## config.mk

```make
export PLATFORM = sky130hd
export DESIGN_NAME = pwm_div_ctrl
export DESIGN_NICKNAME = d
export VERILOG_FILES = /design/src/rtl/pwm_div_pkg.sv /design/src/rtl/pwm_prescaler.sv /design/src/rtl/pwm_div_ctrl.sv
export SDC_FILE = /design/constraint.sdc
export NUM_CORES = 1
export LEC_CHECK = 0
export CAP_MARGIN = 20
export CORE_MARGIN = 4
export CORE_UTILIZATION = 52
export DETAILED_ROUTE_END_ITERATION = 10
export GPL_ROUTABILITY_DRIVEN = 1
export PLACE_DENSITY = 0.75
export RECOVER_POWER = 100
export SYNTH_ARGS = -nofsm -noshare
export SYNTH_HDL_FRONTEND = slang
export SYNTH_SLANG_ARGS = --single-unit
export TNS_END_PERCENT = 5
```

## constraint.sdc

```tcl
create_clock -name clk -period 9.8 [get_ports clk]
set_input_delay 1.96 -clock clk [delete_from_list [all_inputs] [get_ports clk]]
set_output_delay 1.96 -clock clk [all_outputs]
set_load 0.02 [all_outputs]
```

## src/rtl/pwm_div_pkg.sv

```systemverilog
// Shared types and sizing for the PWM divider controller and its prescaler.
package pwm_div_pkg;

  localparam int CNT_W = 16;
  localparam int DIV_W = 3;
  localparam int PRE_W = 7;

  typedef enum logic [1:0] {
    IDLE = 2'd0,
    LOAD = 2'd1,
    RUN  = 2'd2,
    STOP = 2'd3
  } state_t;

  // Terminal prescaler count for a divider select: 2**div - 1, built bitwise so div=7 needs no wider math.
  function automatic logic [PRE_W-1:0] div_limit(input logic [DIV_W-1:0] div);
    logic [PRE_W-1:0] m;
    m = '0;
    for (int i = 0; i < PRE_W; i++) begin
      if (i < int'(div)) m[i] = 1'b1;
    end
    return m;
  endfunction

endpackage

```

## src/rtl/pwm_prescaler.sv

```systemverilog
// Prescaler: one-cycle tick every 2**div_act clocks while run is high, combinational tick.
// No backpressure; counter is held at zero whenever run is low.
module pwm_prescaler
  import pwm_div_pkg::*;
#(
  parameter int DIV_W = pwm_div_pkg::DIV_W
) (
  input  logic             clk,
  input  logic             reset,
  input  logic             run,
  input  logic [DIV_W-1:0] div_act,
  output logic             tick
);

  logic [PRE_W-1:0] pre_cnt;

  assign tick = run && (pre_cnt == div_limit(div_act));

  always_ff @(posedge clk) begin
    if (reset || !run) begin
      pre_cnt <= '0;
    end else if (tick) begin
      pre_cnt <= '0;
    end else begin
      pre_cnt <= pre_cnt + PRE_W'(1);
    end
  end

endmodule

```

## src/rtl/pwm_div_ctrl.sv

```systemverilog
// PWM sequencer with double-buffered div/period/duty; pwm_out first high the cycle after LOAD exits.
// No backpressure; configuration is only sampled at LOAD or a period boundary.
module pwm_div_ctrl
  import pwm_div_pkg::*;
#(
  parameter int CNT_W = pwm_div_pkg::CNT_W,
  parameter int DIV_W = pwm_div_pkg::DIV_W
) (
  input  logic             clk,
  input  logic             reset,
  input  logic             enable,
  input  logic [DIV_W-1:0] div_sel,
  input  logic [CNT_W-1:0] period,
  input  logic [CNT_W-1:0] duty,
  output logic             pwm_out,
  output logic             tick,
  output logic             period_end,
  output logic             busy,
  output logic             cfg_err,
  output logic [DIV_W-1:0] active_div
);

  state_t           state, state_nxt;
  logic [DIV_W-1:0] div_act;
  logic [CNT_W-1:0] period_act, duty_act, pwm_cnt, pwm_cnt_nxt, duty_nxt;
  logic             running, running_nxt, load_now, cfg_bad, reload, pwm_out_nxt;

  assign running = (state == RUN) || (state == STOP);

  pwm_prescaler #(.DIV_W(DIV_W)) u_pre (
    .clk     (clk),
    .reset   (reset),
    .run     (running),
    .div_act (div_act),
    .tick    (tick)
  );

  assign period_end = tick && (pwm_cnt == period_act - CNT_W'(1));
  assign load_now   = (state == LOAD) || period_end;
  assign cfg_bad    = (period == '0);
  assign reload     = load_now && !cfg_bad;
  assign cfg_err    = load_now && cfg_bad;
  assign duty_nxt   = reload ? duty : duty_act;
  assign busy       = (state != IDLE);
  assign active_div = div_act;

  always_comb begin
    state_nxt = state;
    case (state)
      IDLE: if (enable) state_nxt = LOAD;
      LOAD: state_nxt = cfg_bad ? IDLE : RUN;
      RUN: begin
        if (!enable) state_nxt = period_end ? IDLE : STOP;
      end
      STOP: begin
        // Re-enable wins over the boundary so the waveform carries on without a gap.
        if (enable)          state_nxt = RUN;
        else if (period_end) state_nxt = IDLE;
      end
      default: state_nxt = IDLE;
    endcase
  end

  always_comb begin
    pwm_cnt_nxt = pwm_cnt;
    if (!running || period_end) begin
      pwm_cnt_nxt = '0;
    end else if (tick) begin
      pwm_cnt_nxt = pwm_cnt + CNT_W'(1);
    end
    running_nxt = (state_nxt == RUN) || (state_nxt == STOP);
    pwm_out_nxt = running_nxt && (pwm_cnt_nxt < duty_nxt);
  end

  always_ff @(posedge clk) begin
    if (reset) begin
      state      <= IDLE;
      pwm_cnt    <= '0;
      pwm_out    <= 1'b0;
      div_act    <= '0;
      period_act <= '0;
      duty_act   <= '0;
    end else begin
      state   <= state_nxt;
      pwm_cnt <= pwm_cnt_nxt;
      pwm_out <= pwm_out_nxt;
      if (reload) begin
        div_act    <= div_sel;
        period_act <= period;
        duty_act   <= duty;
      end
    end
  end

endmodule

```

==> results_dict.tcl <==
set metrics [dict create \
    status "finished, violations left" \
    violations "max-capacitance violations, max-slew violations" \
    leakage_nw 1.73 \
    antenna_found_initial 0 \
    rsz0062_at_grt "false" \
    syn_inst 480 \
    synth_edf_count 0 \
    max_freq_ghz 0.136 \
    slew_viol_final 111 \
    ys_types 53 \
    hold_buffers 0 \
    die_h_um 96.3 \
    ys_ff_latch 61 \
    worstPathRequired_ns 10.05 \
    cts-htree-levels 3 \
    start_kind "flop" \
    p_sw_frac 0.282 \
    dr.pass1.iters 4 \
    numCtsBuffers 9 \
    cts_resized 0 \
    fin_crit_ns 7.37 \
    r2r-end "pwm_out" \
    power.switching_mw 0.192 \
    synthArstFlopShare 0 \
    gp_congestion 0.868 \
    finClkSkew_ns 0.0113 \
    setup.worst_path.class "reg2reg" \
    cp_slowest_stage_delay_ns 1.78 \
    cts-root-buf "clkbuf_8" \
    drt_iter0_drc 119 \
    power.share.sequential 0.401 \
    synth.most_common_cell "nand2b_1" \
    fillers 640 \
    syn_to_final_growth_pct 16.7 \
    drive_gt1_frac 0.0505 \
    postSynthAreaPerCell_um2 8.44 \
    die_area_um2 9270 \
    grt.overflow.total 0 \
    synth_warnings 0 \
    crit_path_top_delay_cell "clkbuf_1" \
    vias 3360 \
    p_per_area_nw_per_um2 144 \
    clkPwrFrac 0.365 \
    finalHoldViolations 0 \
    postCtsSetupRepairBufs 0 \
    arrival_ns 7.61 \
    pin_count 46 \
    antenna_left 0 \
    crit_path_cell_trace "or4_1 -> nor4_1 -> and2_0 -> a211oi_1 -> o31ai_1 -> nand3_1 -> a21boi_4 -> clkbuf_1 -> mux2i_1 -> ha_1 -> a21o_1 -> a21oi_1 -> nor2b_1 -> o211ai_1 -> a31oi_1 -> nor2_1 -> o211ai_1 -> o31ai_1" \
    fin_nets 566 \
    detail_route.vias_per_cell 5.47 \
    worst_pin_slew_ns 2.43 \
    worstSetupPathDepth 18 \
    peakVddDrop_uv 93.1 \
    tritoncts "built" \
    r2r-start "period_act[5]" \
    synth_area_leaders "dfxtp_1 30%, mux2i_1 13%, nand2b_1 11%" \
    rrSetupSlack_ns 2.43 \
    critPathMaxFanout 36 \
    synth_area_um2 4050 \
    grt_usage 0.201 \
    avgRoutedWirePerCell_um 14.1 \
    syn_nets 536 \
    cts_buffer_depth 2 \
    die-width_um 96.3 \
    grt_max_degree 74 \
    final.setup.tns_ns 0 \
    period_share 0.752 \
    netlist_top_cells_count "71 x nand2b_1, 63 x nor2_1, 61 x dfxtp_1, 51 x mux2i_1, 24 x xnor2_1" \
    slew_headroom -0.620 \
    endpoint "pwm_out" \
    clk_pin_slew_ns 0.07 \
    seqCellArea_um2 1220 \
    yosysSeqAreaShare 0.302 \
    start_util 0.547 \
    totalWireLength_mm 8.68 \
    dp_slack_ns 3.85 \
    synth_top_area_frac 0.302 \
    grt_pass1_vias 3181 \
    drc 0 \
    hold_path_class "reg2reg" \
    grt_pass1_wl_mm 14.8 \
    end_kind "flop" \
    maxCapViolations 2 \
    core_um2 7410 \
    place_inst 598 \
    yosys.area.top_type "dfxtp_1" \
    min_path_cells 2 \
    setup_viol 0 \
    stdcell_count 614 \
    setup_slack_ns 2.43 \
    antenna_cells 0 \
    cp_top_family "compound AO/OA/AOI/OAI gates" \
    io_buffers 45 \
    reg2regPathDepth 18 \
    dpl.hpwl_mm 6.50 \
    worst-path-buf-inv 1 \
    clock_sinks 61 \
    combPwrFrac 0.234 \
    ys.flop_type "dfxtp_1" \
    multiInputGateArea_um2 2650 \
    timing.critical_path.from "period_act[5]" \
    rows 31 \
    internal_power_mw 0.490 \
    clock_latency_ns 0.34 \
]
-- logic make-up after synthesis --
logic type / share of synthesized area
xor+xnor: 0.0843
mux: 0.129
compound gates: 0.0995
buf+inv: 0.0442
flops: 0.302
fa+ha+maj: 0.0556
simple gates: 0.286
-- per-layer routing --
layer  vias to the layer above  GRT usage  wire [µm]
met1                      1544      0.272       4190
li1                       1744          -          -
met3                         4     0.0500        401
met4                         0     0.0403         53
met5                         -          0          0
met2                        68      0.324       4040
-- worst min-delay path: stages (launching register included) --
cell	delay [ns]
dfxtp_1	0.31
nand2b_1	0.06
mux2i_1	0.05
-- cells in the final DEF, fill, tap and decap left out, drive strengths merged, types with 4 or more instances in the layout --
cell	synthesis	final
clkdlybuf4s50	0	36
mux2i	51	51
or3	4	4
nor2	63	63
or2	4	4
nand2b	71	71
dfxtp	61	61
inv	11	11
nand4	13	13
or4	4	4
nand3	9	9
nand2	13	13
xor2	15	15
nor3	10	10
nor4	8	8
o31ai	5	5
ha	18	18
a21o	4	4
dlygate4sd3	0	9
xnor2	24	24
a21oi	8	8
clkbuf	20	12
o21ai	8	8
o21a	4	4
and3	8	8
-- area by class of cell --
class / instances / share of cell area
Clock buffer: 10 / 0.0291
Multi-Input combinational cell: 379 / 0.561
Timing Repair Buffer: 48 / 0.0985
Sequential cell: 61 / 0.258
Inverter: 11 / 0.00873
Clock inverter: 6 / 0.0183
Tap cell: 99 / 0.0262
-- worst min-delay path by stage --
stage | endpoint | from
2_1_floorplan | duty_act[10] | duty_act[10]
3_3_place_gp | duty_act[6] | duty_act[6]
3_5_place_dp | duty_act[8] | duty_act[8]
4_1_cts | duty_act[8] | duty_act[8]
5_1_grt | duty_act[4] | duty_act[4]
6_report | duty_act[8] | duty_act[8]
-- stage by stage --
step | utilization | hold slack [ns] | power (mW) | instance area, µm²
global route | 0.638 | 0.502 | 0.716 | 4730
CTS | 0.640 | 0.478 | 0.686 | 4740
floorplan | - | 0.448 | 0.392 | 4050
finish | 0.638 | 0.475 | 0.682 | 4730
detailed placement | 0.610 | 0.466 | 0.437 | 4520
global placement | 0.610 | 0.457 | 0.432 | 4520
-- registers in the layout, summed over array words and instances, names as in the netlist --
register / cells
pwm_out: 1
state: 2
duty_act: 16
period_act: 16
pwm_cnt: 16
u_pre.pre_cnt: 7
active_div: 3
-- power groups by stage --
| stage | Sequential, mW | Combinational [mW] | Clock, mW |
|---|---|---|---|
| after floorplan | 0.276 | 0.116 | 0 |
| after global placement | 0.278 | 0.154 | 0 |
| after detailed placement | 0.279 | 0.158 | 0 |
| after CTS | 0.273 | 0.159 | 0.253 |
| after global routing | 0.275 | 0.177 | 0.263 |
| final | 0.273 | 0.159 | 0.249 |
Power figures use the tool's default switching activity.
